**config.mk**
```make
export PLATFORM = sky130hd
export DESIGN_NAME = decoder_3x8_hold
export DESIGN_NICKNAME = d
export VERILOG_FILES = /design/src/rtl/dec_pkg.sv /design/src/rtl/dec_cycle_counter.sv /design/src/rtl/decoder_3x8_hold.sv
export SDC_FILE = /design/constraint.sdc
export NUM_CORES = 1
export LEC_CHECK = 0
export BUFFER_PORTS_ARGS = -buffer_cell sky130_fd_sc_hd__buf_2
export CORE_ASPECT_RATIO = 0.5
export CORE_MARGIN = 2
export CORE_UTILIZATION = 43
export DETAILED_ROUTE_END_ITERATION = 8
export PLACE_DENSITY_LB_ADDON = 0.05
export SLEW_MARGIN = 25
export SYNTH_ARGS = -nofsm -noshare
export SYNTH_HDL_FRONTEND = slang
export SYNTH_HIERARCHICAL = 1
export SYNTH_SLANG_ARGS = --single-unit
export TNS_END_PERCENT = 50
```
**constraint.sdc**
```tcl
create_clock -name clk -period 2.4 [get_ports clk]
set_clock_uncertainty 0.1 [all_clocks]
set_input_delay 0.12 -clock clk [delete_from_list [all_inputs] [get_ports clk]]
set_output_delay 0.12 -clock clk [all_outputs]
set_load 0.01 [all_outputs]
```
**src/rtl/dec_pkg.sv**
```systemverilog
// Shared definitions for the registered 3-to-8 decoder.
//   state_e    : FSM state encoding (IDLE, HOLD, GAP)
//   CNT_W      : width of the hold/gap interval counter
//   ACC_W      : width of the accepted-code counter
//   dec_onehot : 3-bit code to one-hot byte; shared with loopback benches
package dec_pkg;

    localparam int unsigned CNT_W = 8;
    localparam int unsigned ACC_W = 16;

    typedef enum logic [1:0] {
        IDLE = 2'd0,
        HOLD = 2'd1,
        GAP  = 2'd2
    } state_e;

    // code[2] is A (MSB); result has exactly bit 'code' set.
    function automatic logic [7:0] dec_onehot(input logic [2:0] code);
        logic [7:0] one;
        one = 8'd1;
        return one << code;
    endfunction

endpackage

```
**src/rtl/dec_cycle_counter.sv**
```systemverilog
// Loadable down-counter that times both the HOLD and the GAP interval.
// Ports:
//   clk      : rising-edge clock
//   rst      : asynchronous active-high reset, clears the count
//   clr      : synchronous clear (highest priority)
//   load     : load load_val on the next edge
//   load_val : value to load
//   dec      : decrement on the next edge; stops at zero
//   zero     : count is zero
module dec_cycle_counter
    import dec_pkg::*;
(
    input  logic             clk,
    input  logic             rst,
    input  logic             clr,
    input  logic             load,
    input  logic [CNT_W-1:0] load_val,
    input  logic             dec,
    output logic             zero
);

    logic [CNT_W-1:0] count_q;
    logic [CNT_W-1:0] count_d;

    always_comb begin
        count_d = count_q;
        if (clr) begin
            count_d = '0;
        end else if (load) begin
            count_d = load_val;
        end else if (dec && (count_q != '0)) begin
            count_d = count_q - CNT_W'(1);
        end
    end

    always_ff @(posedge clk or posedge rst) begin
        if (rst) begin
            count_q <= '0;
        end else begin
            count_q <= count_d;
        end
    end

    assign zero = (count_q == '0);

endmodule

```
**src/rtl/decoder_3x8_hold.sv**
```systemverilog
// Registered 3-to-8 decoder with a valid/ready input handshake. Each accepted
// code is driven one-hot on y for HOLD_CYCLES cycles, followed by GAP_CYCLES
// forced idle cycles before the next code can be taken.
// Optional feature macro: DEC_ACCEPT_COUNT_EN builds a saturating accepted-code
// counter on accept_cnt; without it accept_cnt is tied to zero.
// Ports:
//   clk        : rising-edge clock
//   rst        : asynchronous active-high reset
//   en         : block enable; low aborts a window in progress
//   in_valid   : code present
//   in_ready   : block can accept a code (IDLE and en)
//   code       : {A,B,C}, A is the MSB
//   y          : one-hot decoded output, zero outside HOLD
//   y_valid    : y carries a decoded code
//   busy       : FSM is not in IDLE
//   accept_cnt : number of accepted codes
module decoder_3x8_hold
    import dec_pkg::*;
#(
    parameter int unsigned HOLD_CYCLES = 4,
    parameter int unsigned GAP_CYCLES  = 1
) (
    input  logic        clk,
    input  logic        rst,
    input  logic        en,
    input  logic        in_valid,
    output logic        in_ready,
    input  logic [2:0]  code,
    output logic [7:0]  y,
    output logic        y_valid,
    output logic        busy,
    output logic [15:0] accept_cnt
);

    // Counters are loaded with N-1 so that the interval spans exactly N cycles.
    localparam logic [CNT_W-1:0] HOLD_LOAD = CNT_W'(HOLD_CYCLES - 1);
    localparam logic [CNT_W-1:0] GAP_LOAD  = CNT_W'(GAP_CYCLES - 1);

    state_e           state_q;
    state_e           state_d;
    logic [7:0]       y_q;
    logic [7:0]       y_d;

    logic             cnt_clr;
    logic             cnt_load;
    logic [CNT_W-1:0] cnt_load_val;
    logic             cnt_dec;
    logic             cnt_zero;

    dec_cycle_counter u_cnt (
        .clk      (clk),
        .rst      (rst),
        .clr      (cnt_clr),
        .load     (cnt_load),
        .load_val (cnt_load_val),
        .dec      (cnt_dec),
        .zero     (cnt_zero)
    );

    // State register; y is registered so reset clears it asynchronously.
    always_ff @(posedge clk or posedge rst) begin
        if (rst) begin
            state_q <= IDLE;
            y_q     <= 8'h00;
        end else begin
            state_q <= state_d;
            y_q     <= y_d;
        end
    end

    // Next-state and counter control.
    always_comb begin
        state_d      = state_q;
        y_d          = y_q;
        cnt_clr      = 1'b0;
        cnt_load     = 1'b0;
        cnt_load_val = '0;
        cnt_dec      = 1'b0;
        unique case (state_q)
            IDLE: begin
                if (en && in_valid) begin
                    state_d      = HOLD;
                    y_d          = dec_onehot(code);
                    cnt_load     = 1'b1;
                    cnt_load_val = HOLD_LOAD;
                end
            end
            HOLD: begin
                if (!en) begin
                    state_d = IDLE;
                    y_d     = 8'h00;
                    cnt_clr = 1'b1;
                end else if (cnt_zero) begin
                    y_d = 8'h00;
                    if (GAP_CYCLES != 0) begin
                        state_d      = GAP;
                        cnt_load     = 1'b1;
                        cnt_load_val = GAP_LOAD;
                    end else begin
                        state_d = IDLE;
                    end
                end else begin
                    cnt_dec = 1'b1;
                end
            end
            GAP: begin
                if (!en) begin
                    state_d = IDLE;
                    cnt_clr = 1'b1;
                end else if (cnt_zero) begin
                    state_d = IDLE;
                end else begin
                    cnt_dec = 1'b1;
                end
            end
            default: begin
                state_d = IDLE;
                y_d     = 8'h00;
                cnt_clr = 1'b1;
            end
        endcase
    end

    // Outputs; in_ready depends only on state and en, never on in_valid.
    always_comb begin
        in_ready = en && (state_q == IDLE);
        busy     = (state_q != IDLE);
        y        = y_q;
        y_valid  = |y_q;
    end

`ifdef DEC_ACCEPT_COUNT_EN
    logic             accept;
    logic [ACC_W-1:0] acc_q;

    assign accept = en && in_valid && (state_q == IDLE);

    always_ff @(posedge clk or posedge rst) begin
        if (rst) begin
            acc_q <= '0;
        end else if (accept && (acc_q != '1)) begin
            acc_q <= acc_q + ACC_W'(1);
        end
    end

    assign accept_cnt = acc_q;
`else
    assign accept_cnt = 16'h0000;
`endif

endmodule

```
; After elaboration in Yosys (flattened, before gate mapping)
; Cells that the tools add are included.
[word_totals]
reg_bits = 18
latchBits = 0
ramBits = 0
mem_bits_ro = 0
input_bits = 7
out_inout_bits = 27
elab_cells = 47
memories = 0
[op_classes]
n_addsub = 1
n_mul = 0
div = 0
magnitude_cmp = 0
eq_ne = 5
shift = 1
muxes = 24
n_bitwise = 1
reduce_logical = 12
[op_table]
columns = cell, n
row1 = 8-bit two-way mux, 6
row2 = 8-bit case mux with 3 select lines, 1
row3 = 2-bit two-way mux, 7
row4 = 8-bit logical NOT, 1
row5 = 8-bit nonzero test, 1
row6 = 8-bit OR reduction, 1
row7 = "1-bit by 3-bit left shift with 8-bit output, first input constant", 1
row8 = "8-bit by 1-bit subtractor with 8-bit output, second input constant", 1
row9 = 1-bit two-way mux, 7
row10 = "3-bit inequality test, second input constant", 2
row11 = 2-bit case mux with 3 select lines, 1
row12 = 3-bit AND reduction, 2
row13 = 1-bit case mux with 2 select lines, 2
row14 = 1-bit logical AND, 3
row15 = 3-bit nonzero test, 1
row16 = "2-bit by 1-bit equality test with 1-bit output, second input constant", 1
row17 = "2-bit equality test, second input constant", 1
row18 = 2-bit logical NOT, 1
row19 = "2-bit inequality test, second input constant", 1
row20 = 2-bit nonzero test, 1
row21 = 2-bit OR reduction, 1
row22 = 1-bit inverter, 1

; Logic depth before layout (Yosys ltp)
; Gate-level depths: netlist of the first run.
[logic_depth]
depth_word = 8
depth_mapped = 10
mapped_depth_nobuf = 10

; Modules after synthesis
; The synthesis of the first run kept the hierarchy.
[modules_own_cells]
columns = module, n_inst, cells_each, area_each_um2, seq_area_each_um2
row1 = decoder_3x8_hold, 1, 80, 762.0, 250.2
row2 = dec_cycle_counter, 1, 61, 563.0, 200.2

; Least setup slack after synthesis of the first run
; Ideal clock, no wire load.
[synth_path]
kind = reg2reg
from = reg u_cnt.count_q[0]
to = reg u_cnt.count_q[5]
setup_ns = 0.119
arrival_time_ns = 2.371
required_time_ns = 2.181
slack_ns = -0.190
path_stages_with_launch = 11
n_path_buf = 0
synth_period_minus_slack_ns = 2.590
cell_sequence = dfrtp_1 inv_1 ha_1 nor2b_1 and3_1 inv_1 and3_1 or4b_4 a2111oi_2 xor2_1 o21a_1
[synth_via]
elab_chain_cells = 6
elab_cells_between_ends = 14
cone_classes = add/sub: 1 / mux: 9 / reduce/logical: 4
[synth_lines]
columns = item, line
row1 = from (decl), dec_cycle_counter.sv:22  ; logic [CNT_W-1:0] count_q;
row2 = from (signal assigned), dec_cycle_counter.sv:40  ; count_q <= count_d;
row3 = 8-bit logical NOT, dec_cycle_counter.sv:44  ; assign zero = (count_q == '0);
row4 = named net cnt_zero, decoder_3x8_hold.sv:48  ; logic cnt_zero;
row5 = 1-bit two-way mux, "decoder_3x8_hold.sv:93, decoder_3x8_hold.sv:110"
row6 = 1-bit two-way mux, decoder_3x8_hold.sv:89  ; if (!en) begin
row7 = 1-bit two-way mux, --
row8 = named net cnt_dec, decoder_3x8_hold.sv:47  ; logic cnt_dec;
row9 = 1-bit logical AND, dec_cycle_counter.sv:31  ; end else if (dec && (count_q != '0)) begin
row10 = 3-bit nonzero test (no source line), --
; The timed path passes the listed nets, and every way through them passes these cells. The select of a mux whose other input is x is not followed.
; A chain may end at the register's enable or synchronous reset.

; Worst setup path in the final report of the first run
; Same ends and word-level chain as after synthesis.

==> out/qor.yml, run 1 <==
p_int_uw: 1149
status: "complete, no violations"
fillers: 301
root_buffer: "clkbuf_8"
hold_class: "input port to flop"
antenna_left: 0
top_level_ports: 34
netlist_instances: 141
fin_nets: 190
yosys-top-cells-area: "dfrtp_1, buf_4, ha_1, inv_1, mux2_1"
min_to: "state_q[0]$_DFFE_PP0P_"
cts_tree: "built"
drc: 0
firstDrtPassIters: 4
synthTopCellsByCount: "dfrtp_1, buf_4, inv_1, a21oi_1"
required_ns: 2.45
p_leak_uw: 0.0007778
via_per_inst: 4.792
synth_area_mm2: 0.001325
core-area_mm2: 0.002978
avgSynthCellArea_um2: 9.397
post-route-min-period_ns: 2.308
multiInputGateArea_um2: 808.3
cpLargestDelayFamily: "simple AND/OR/NAND/NOR gates"
slew_violations: 0
synth-edff-count: 0
synth-seq-cells: 18
die_area_mm2: 0.003568
drv_cap: 0
hpwl_mm: 2.015
min_from: "in_valid"
cts.sinks: 18
p_per_area_mw_per_mm2: 1259
clock_path_buffers: 2
htreeDepth: 1
p_clk_share_pct: 12.7
criticalPathCategory: "flop to flop"
power.switching_uw: 852.6
grt_usage_pct: 17.66
grt_pass1_vias: 1013
synth.top_cell.area_share_pct: 33.99
insertion_delay_ns: 0.26
row_count: 14
r2r_end: "u_cnt/count_q[5]$_DFFE_PP0P_"
startpoint_type: "flop"
vdd_drop_max_mv: 0.6421
io_buffers: 17
r2r_start: "u_cnt/count_q[0]$_DFFE_PP0P_"
synth_cell_types: 43
fin_area_mm2: 0.001590
seq_area_um2: 450.4
path_cells: "inv_1 > ha_4 > nor2b_4 > and3_4 > inv_2 > and3_4 > or4b_4 > a2111oi_4 > xor2_1 > o21a_1"
drt_iter0_markers: 36
fmax_ghz: 0.4333
grt_first_pass_wirelength_mm: 4.664
drt-total-wl_mm: 2.640
synth.most_common_cell: "dfrtp_1"
synth_warnings: 6
overflow: 0
numCtsBuffers: 3
async_flop_share_pct: 100.0
drive_gt1_share_pct: 26.70
gp_congestion: 0.7429
wl_per_cell_um: 12.22
seq_area_frac_synth_pct: 33.99
regToRegSetupSlack_ns: 0.09
crit_fanout: 4
cp_common_cell: "and3_4"
grt_start_max_net_pins: 18
endpoint_kind: "flop"
crit_buf_inv: 2
final.period_utilization_pct: 96.17
setup_violations: 0
switching_share_pct: 42.59
hold_violations: 0
whs_path_depth: 3
cp.arrival_ns: 2.36
syn_to_final_growth_pct: 20.02
synth.largest_area_cell: "dfrtp_1"
vias: 1035
worst_path_max_delay_cell: "or4b_4"
synth-main-ff-cell: "dfrtp_1"
p_comb_share_pct: 62.5
p_seq_share_pct: 24.8
die_w_um: 82.51
die_y_um: 43.25
antennaDiodeCount: 0
initial_core_util_pct: 44.50
grt_antenna_before_repair: 0
max_stage_delay_ns: 0.49
power_uw: 2002
rr_worst_depth: 10
clkTransAtPathRegs_ns: 0.08
place_area_mm2: 0.001490
-- state kept, by name (all words and copies together) (netlist names) --
| name | count |
|---|---|
| u_cnt/count_q | 8 |
| state_q | 2 |
| y | 8 |
-- worst max path at each step --
stage	to	from	slack, ns	cells past startpoint
after floorplan	u_cnt/count_q[7]$_DFFE_PP0P_	u_cnt/count_q[3]$_DFFE_PP0P_	0.009	7
after global placement	u_cnt/count_q[5]$_DFFE_PP0P_	u_cnt/count_q[1]$_DFFE_PP0P_	0.06	10
after global routing	u_cnt/count_q[5]$_DFFE_PP0P_	u_cnt/count_q[0]$_DFFE_PP0P_	-0.02	10
final	u_cnt/count_q[5]$_DFFE_PP0P_	u_cnt/count_q[0]$_DFFE_PP0P_	0.09	10
after CTS	u_cnt/count_q[5]$_DFFE_PP0P_	u_cnt/count_q[1]$_DFFE_PP0P_	0.003	10
after detailed placement	u_cnt/count_q[5]$_DFFE_PP0P_	u_cnt/count_q[1]$_DFFE_PP0P_	0.006	10
-- power by group through the flow --
stage	Sequential (uW)	Combinational [uW]	Clock [uW]
5_1_grt	516	1410	284
3_3_place_gp	500	1220	0
3_5_place_dp	502	1230	0
2_1_floorplan	524	862	0
4_1_cts	498	1240	267
6_report	496	1250	254
-- per-stage QoR --
step	setup WS (ns)	setup TNS (ns)	std cells	hold WS [ns]	util, %
floorplan	0.009141	0	162	-0.1643	-
global placement	0.06217	0	208	0.005745	50.04
detailed placement	0.006310	0	208	0.01240	50.04
CTS	0.003312	0	213	0.08014	52.31
global route	-0.02056	-0.02056	216	0.1001	53.40
finish	0.09189	0	216	0.08595	53.40
-- worst register-to-register path, cell delays in order, from the launching register on --
cell	delay, ns
dfrtp_1	0.36
inv_1	0.08
ha_4	0.16
nor2b_4	0.12
and3_4	0.16
inv_2	0.05
and3_4	0.17
or4b_4	0.49
a2111oi_4	0.22
xor2_1	0.10
o21a_1	0.19
-- metal layers --
layer	wire length [um]	vias up	global-route usage, %
met4	18	0	4.918
met1	1329	474	22.40
li1	-	532	-
met5	0	-	0
met3	114	2	5.106
met2	1178	27	29.35
-- layout by cell type, fill, tap and decap left out, types with 2 or more instances in the layout --
cell type	n
a21oi_1	8
buf_4	11
nor2_1	5
clkbuf_8	4
nor2b_1	4
nand3_1	2
nor3_1	4
nand2b_1	3
dfrtp_1	18
buf_2	17
conb_1	22
ha_1	5
inv_2	2
and3_4	2
mux2_1	4
a22o_1	4
a211oi_1	2
xor2_1	3
inv_1	11
nor4_1	7
o21a_1	4
and2_1	2
nand2_1	7
-- cells by family after synthesis --
| family | count (synthesis) | synth area share [%] |
|---|---|---|
| mux | 5 | 4.155 |
| compound gates | 30 | 17.19 |
| buf+inv | 32 | 14.17 |
| fa+ha+maj | 6 | 5.666 |
| xor+xnor | 4 | 2.644 |
| flops | 18 | 33.99 |
| other cells | 1 | 0.2830 |
| simple gates | 45 | 21.91 |
-- final cells by class --
type	count	share of cell area, %
multi-input combinational	112	50.83
sequential	18	28.32
timing repair buffer	29	11.17
clock buffer	4	3.462
tap	40	3.147
inverter	13	3.068
-- what timing repair did --
action                                 4_1_cts  5_1_grt
resized for setup                            3        1
endpoints found under the hold margin       18        0
hold buffers                                 1        0
setup endpoints to repair                    1        1
buffers inserted                             0        3
pin swaps                                    3        3
Note: power is estimated with default switching activity, not from simulation.
==> run 2: changes to the inputs <==
ABC_AREA = 1   (was not set)
BUFFER_PORTS_ARGS = -buffer_cell sky130_fd_sc_hd__buf_4   (was -buffer_cell sky130_fd_sc_hd__buf_2)
==> out/qor.yml, run 2 <==
status: "complete, no violations"
r2r_start: "u_cnt/count_q[0]$_DFFE_PP0P_"
synth.largest_area_cell: "dfrtp_1"
fillers: 312  # +3.7%
required_ns: 2.50  # +0.05 ns
via_per_inst: 4.616  # -3.7%
vdd_drop_max_mv: 0.5995  # -6.6%
die_y_um: 43.81  # +1.3%
p_leak_uw: 0.0009022  # +16%
fmax_ghz: 0.4838  # +12%
antenna_left: 0  # unchanged
async_flop_share_pct: 100.0  # unchanged
numCtsBuffers: 3  # unchanged
initial_core_util_pct: 45.22  # +0.73 points
synth.top_cell.area_share_pct: 33.06  # -0.94 points
clkTransAtPathRegs_ns: 0.08  # about the same
synthAdderAreaFrac_pct: 5.510  # -0.16 points
final.period_utilization_pct: 86.13  # -10 points
synth-compound-area-share_pct: 5.418  # -12 points
clock_path_buffers: 2  # unchanged
die_area_mm2: 0.003663  # +2.6%
slew_violations: 0  # unchanged
startpoint_type: "flop"
htreeDepth: 1  # unchanged
io_buffers: 17  # unchanged
setup_violations: 0  # unchanged
fin_nets: 242  # +27%
gp_congestion: 0.8386  # +13%
grt_start_max_net_pins: 13  # -5
hold_buffers: 1  # unchanged
cp.arrival_ns: 2.17  # -0.19 ns
die_w_um: 83.61  # +1.3%
root_buffer: "clkbuf_8"
regToRegSetupSlack_ns: 0.33  # +0.24 ns
cts_resized: 0  # -3
seq_area_frac_synth_pct: 33.06  # -0.94 points
synth-edff-count: 0  # unchanged
muxShareOfSynthArea_pct: 0  # -4.2 points
drt-total-wl_mm: 2.816  # +6.7%
post_cts_buffers: 0  # unchanged
synth.most_common_cell: "nand2_1"
criticalPathCategory: "flop to flop"
grt_usage_pct: 17.14  # -0.52 points
rr_worst_depth: 11  # +1
synth_xor_area_share_pct: 0.6428  # -2.0 points
min_to: "state_q[1]$_DFFE_PP0P_"
setup_tns_ns: 0  # unchanged
synthTopCellsByCount: "nand2_1, inv_1, nand3_1, nor2_1, dfrtp_1"
firstDrtPassIters: 4  # unchanged
synth-simple-area-share_pct: 39.30  # +17 points
synth_top_family_by_area: "simple AND/OR/NAND/NOR gates"
whs_path_depth: 5  # +2
hold_violations: 0  # unchanged
drv_cap: 0  # unchanged
vias: 1237  # +20%
final_cell_mix: "nand2_1, conb_1, inv_1, nand3_1, nor2_1"
hpwl_mm: 2.151  # +6.8%
top_level_ports: 34  # unchanged
grt_antenna_before_repair: 0  # unchanged
layout_commonest_cell: "nand2_1"
synth_cell_types: 23  # -47%
drive_gt1_share_pct: 13.60  # -13 points
cts_tree: "built"
antennaDiodeCount: 0  # unchanged
r2r_end: "u_cnt/count_q[1]$_DFFE_PP0P_"
rsz0062_at_grt: "false"
insertion_delay_ns: 0.26  # about the same
post-route-min-period_ns: 2.067  # -0.2409 ns
hold_class: "input port to flop"
cts.sinks: 18  # unchanged
wl_per_cell_um: 10.51  # -14%
syn_to_final_growth_pct: 15.06
crit_fanout: 8  # +4
synth-seq-cells: 18  # unchanged
grt_pass1_vias: 1094  # +8.0%
core-area_mm2: 0.003013  # +1.2%
synth_warnings: 6  # unchanged
netlist_instances: 201  # +43%
row_count: 14  # unchanged
drc: 0  # unchanged
avgSynthCellArea_um2: 6.779  # -28%
synth-main-ff-cell: "dfrtp_1"
yosys-top-cells-area: "dfrtp_1, nand2_1, buf_4, nand3_1, inv_1"
min_from: "en"
synth_area_mm2: 0.001363  # +2.8%
p_per_area_mw_per_mm2: 1425  # +13%
overflow: 0  # unchanged
endpoint_kind: "flop"
holdWs_ns: 0.1511  # +0.06510 ns
grt_first_pass_wirelength_mm: 4.919  # +5.5%
drt_iter0_markers: 47  # +31%
[run 2: changes by cell type in the layout (fill, tap and decap cells not counted), sizes merged, moves of 5 or more]
cell	change
inv	+8
nor2b	-5
nand4	+5
nor3	-5
buf	-9
nand3	+21
nand2	+66
o21ai	+5
nor2	+17
nor4	-8
[run 2: cell families after synthesis]
kind of cell | after synthesis
and+or+nand+nor | 124
adders and majority gates | 6
AOI/OAI and AO/OA | 11
xor gates and xnor gates | 1
other | 1
buffers and inverters | 40
DFF | 18
[run 2: per-stage QoR]
step	util, %	std cells	total power (uW)	instance area [um2]	setup WS [ns]
floorplan	-	222	1613	1441	0.5075
global placement	49.88	263	1962	1503	0.3723
detailed placement	49.88	263	1985	1503	0.3451
CTS	52.03	268	2252	1568	0.3217
global route	52.03	268	2492	1568	0.02029
finish	52.03	268	2234	1568	0.3328
[run 2: where the power goes]
group	internal (uW)	switching, uW	total, uW	leakage (uW)
combinational	555	902	1460	0.000630
clock	146	111	257	0.0000288
sequential	417	103	520	0.000243
[run 2: worst max-delay path by stage]
| stage | from | endpoint | slack [ns] | cells after the start |
|---|---|---|---|---|
| 2_1_floorplan | u_cnt/count_q[0]$_DFFE_PP0P_ | u_cnt/count_q[7]$_DFFE_PP0P_ | 0.51 | 10 |
| 3_3_place_gp | u_cnt/count_q[0]$_DFFE_PP0P_ | u_cnt/count_q[0]$_DFFE_PP0P_ | 0.37 | 11 |
| 3_5_place_dp | u_cnt/count_q[0]$_DFFE_PP0P_ | u_cnt/count_q[0]$_DFFE_PP0P_ | 0.35 | 11 |
| 4_1_cts | u_cnt/count_q[0]$_DFFE_PP0P_ | u_cnt/count_q[0]$_DFFE_PP0P_ | 0.32 | 11 |
| 5_1_grt | u_cnt/count_q[0]$_DFFE_PP0P_ | u_cnt/count_q[0]$_DFFE_PP0P_ | 0.02 | 11 |
| 6_report | u_cnt/count_q[0]$_DFFE_PP0P_ | u_cnt/count_q[1]$_DFFE_PP0P_ | 0.33 | 11 |
[run 2: metal layers]
metal  GRT usage (%)  vias up  share of wire, %
li1                -      646                 -
met1           21.79      549                47
met2           30.08       40                45
met3           5.143        2               7.2
met4           2.903        0              0.28
met5               0        -                 0
[run 2: layout make-up]
cell class	count	area, um2	share of cell area (%)
tap	40	50.05	3.192
multi-input combinational	164	775.7	49.48
clock buffer	4	55.05	3.512
sequential	18	450.4	28.73
inverter	22	83.83	5.347
timing repair buffer	20	152.6	9.737
[run 2: worst max-delay path, cell delays in order, from the launching register on]
cell and delay [ns]:
dfrtp_1 0.39, inv_1 0.14, ha_1 0.17, nand3_1 0.11, nor2_1 0.20, nand2_1 0.08
a21oi_1 0.18, inv_1 0.17, a21oi_1 0.19, buf_4 0.17, nand2_1 0.06, nand2_1 0.06
==> run 3: changes to the inputs <==
CORE_UTILIZATION = 40   (was 43)
==> out/qor.yml, run 3 (same netlist as run 2, synthesis figures left out) <==
rr_worst_depth: 11  # unchanged
via_per_inst: 4.725  # +2.4%
numCtsBuffers: 3  # unchanged
io_buffers: 17  # unchanged
initial_core_util_pct: 43.70  # -1.5 points
p_clk_share_pct: 11.3  # -0.2 points
htreeDepth: 1  # unchanged
cp.arrival_ns: 2.16  # about the same
r2r_start: "u_cnt/count_q[0]$_DFFE_PP0P_"
firstDrtPassIters: 4  # unchanged
antenna_left: 0  # unchanged
path_cells: "inv_1 > ha_1 > nand3_1 > nor2_1 > nand2_1 > a21oi_1 > inv_1 > nand3_2 > clkinv_2 > nand2_1 > nand2_1"
drt-total-wl_mm: 2.787  # -1.0%
insertion_delay_ns: 0.26  # about the same
hold_class: "input port to flop"
core-area_mm2: 0.003118  # +3.5%
dpl.cell_count: 264  # +0.38%
hpwl_mm: 2.220  # +3.2%
root_buffer: "clkbuf_8"
crit_fanout: 8  # unchanged
post-route-util_pct: 50.52  # -1.5 points
grt_pass1_vias: 1056  # -3.5%
stdcell_count: 269  # +0.37%
die_y_um: 45.27  # +3.3%
grt_antenna_before_repair: 0  # unchanged
min_from: "code[0]"
cts.sinks: 18  # unchanged
hold_violations: 0  # unchanged
place_area_mm2: 0.001510  # +0.50%
criticalPathCategory: "flop to flop"
cts_tree: "built"
clkTransAtPathRegs_ns: 0.07  # about the same
p_comb_share_pct: 65.4  # +0.2 points
status: "complete, no violations"
worst_path_max_delay_cell: "dfrtp_1"
syn_to_final_growth_pct: 15.61
drive_gt1_share_pct: 13.97  # +0.38 points
vias: 1271  # +2.7%
max_stage_delay_ns: 0.39  # about the same
grt_first_pass_wirelength_mm: 4.705  # -4.4%
vdd_drop_max_mv: 0.5324  # -11%
startpoint_type: "flop"
die_area_mm2: 0.003918  # +7.0%
top_level_ports: 34  # unchanged
final.period_utilization_pct: 87.95  # +1.8 points
fin_area_mm2: 0.001575  # +0.48%
rsz0062_at_grt: "false"
setup_tns_ns: 0  # unchanged
drt_iter0_markers: 66  # +40%
r2r_end: "u_cnt/count_q[2]$_DFFE_PP0P_"
endpoint_kind: "flop"
p_int_uw: 1125  # +0.64%
p_leak_uw: 0.0009065  # +0.48%
whs_path_depth: 5  # unchanged
antennaDiodeCount: 0  # unchanged
overflow: 0  # unchanged
layout_commonest_cell: "nand2_1"
slew_violations: 0  # unchanged
setup_violations: 0  # unchanged
regToRegSetupSlack_ns: 0.29  # -0.04 ns
required_ns: 2.45  # -0.05 ns
clock_path_buffers: 2  # unchanged
die_w_um: 86.54  # +3.5%
fmax_ghz: 0.4738  # -2.1%
switching_share_pct: 49.73  # -0.26 points
gp_congestion: 0.8533  # +1.8%
cp_common_cell: "nand2_1"
min_to: "y[7]$_DFFE_PP0P_"
p_seq_share_pct: 23.4  # about the same
drv_cap: 0  # unchanged
grt_start_max_net_pins: 11  # -2
p_per_area_mw_per_mm2: 1420  # -0.36%
fin_nets: 243  # +0.41%
post-route-min-period_ns: 2.111  # +0.04352 ns
row_count: 14  # unchanged
final_cell_mix: "nand2_1, conb_1, inv_1, nand3_1, nor2_1"
wl_per_cell_um: 10.36  # -1.4%
grt_usage_pct: 15.75  # -1.4 points
power.switching_uw: 1112  # -0.41%
drc: 0  # unchanged
run 3: cell types whose count changed in the layout (fill, tap and decap cells not counted), sizes merged:
| cell | change |
|---|---|
| buf | +1 |
run 3: worst max-delay path by stage:
| stage | from | end | slack (ns) | cells after the start |
|---|---|---|---|---|
| floorplan | u_cnt/count_q[0]$_DFFE_PP0P_ | u_cnt/count_q[7]$_DFFE_PP0P_ | 0.51 | 10 |
| global placement | u_cnt/count_q[0]$_DFFE_PP0P_ | u_cnt/count_q[5]$_DFFE_PP0P_ | 0.42 | 11 |
| detailed placement | u_cnt/count_q[0]$_DFFE_PP0P_ | u_cnt/count_q[7]$_DFFE_PP0P_ | 0.34 | 11 |
| CTS | u_cnt/count_q[0]$_DFFE_PP0P_ | u_cnt/count_q[7]$_DFFE_PP0P_ | 0.31 | 11 |
| global route | u_cnt/count_q[0]$_DFFE_PP0P_ | u_cnt/count_q[0]$_DFFE_PP0P_ | 0.07 | 11 |
| finish | u_cnt/count_q[0]$_DFFE_PP0P_ | u_cnt/count_q[2]$_DFFE_PP0P_ | 0.29 | 11 |
run 3: area by class of cell:
type / count / area, um2
inverters: 22 / 83.83
flip-flops and latches: 18 / 450.4
well taps: 40 / 50.05
repair buffers: 21 / 160.2
fillers: 333 / 1543
clock buffers: 4 / 55.05
multi-input cells: 164 / 775.7
run 3: timing repair:
action,in CTS,in global routing
hold endpoints to repair,18,0
endpoints found under the setup margin,0,0
buffers inserted,0,0
hold buffers,1,0
gates resized for setup,0,0
run 3: power groups by stage:
stage | sequential [uW] | combinational (uW) | clock [uW]
after floorplan | 519 | 1090 | 0
after global placement | 527 | 1460 | 0
after detailed placement | 525 | 1470 | 0
after CTS | 520 | 1480 | 262
after global routing | 540 | 1680 | 272
final | 523 | 1460 | 252
run 3: through the flow:
| step | power [uW] | setup slack, ns | hold slack [ns] |
|---|---|---|---|
| floorplan | 1613 | 0.5075 | -0.1643 |
| detailed placement | 1996 | 0.3359 | 0.004338 |
| finish | 2237 | 0.2893 | 0.1465 |
| global route | 2489 | 0.07294 | 0.1714 |
| CTS | 2258 | 0.3107 | 0.1419 |
| global placement | 1987 | 0.4229 | 0.003650 |
run 3: per-layer routing:
layer / wire, um / track usage (%)
met2: 1162 / 26.46
met3: 160 / 4.570
met4: 29 / 2.813
met1: 1435 / 20.81
met5: 0 / 0
run 3: worst max-delay path: cells and delay by family, from the launching register on:
kind	cells	cell delay, ns
adders and majority gates	1	0.17
buffers and inverters	3	0.46
DFF	1	0.39
and+or+nand+nor	6	0.68
AOI/OAI and AO/OA	1	0.20
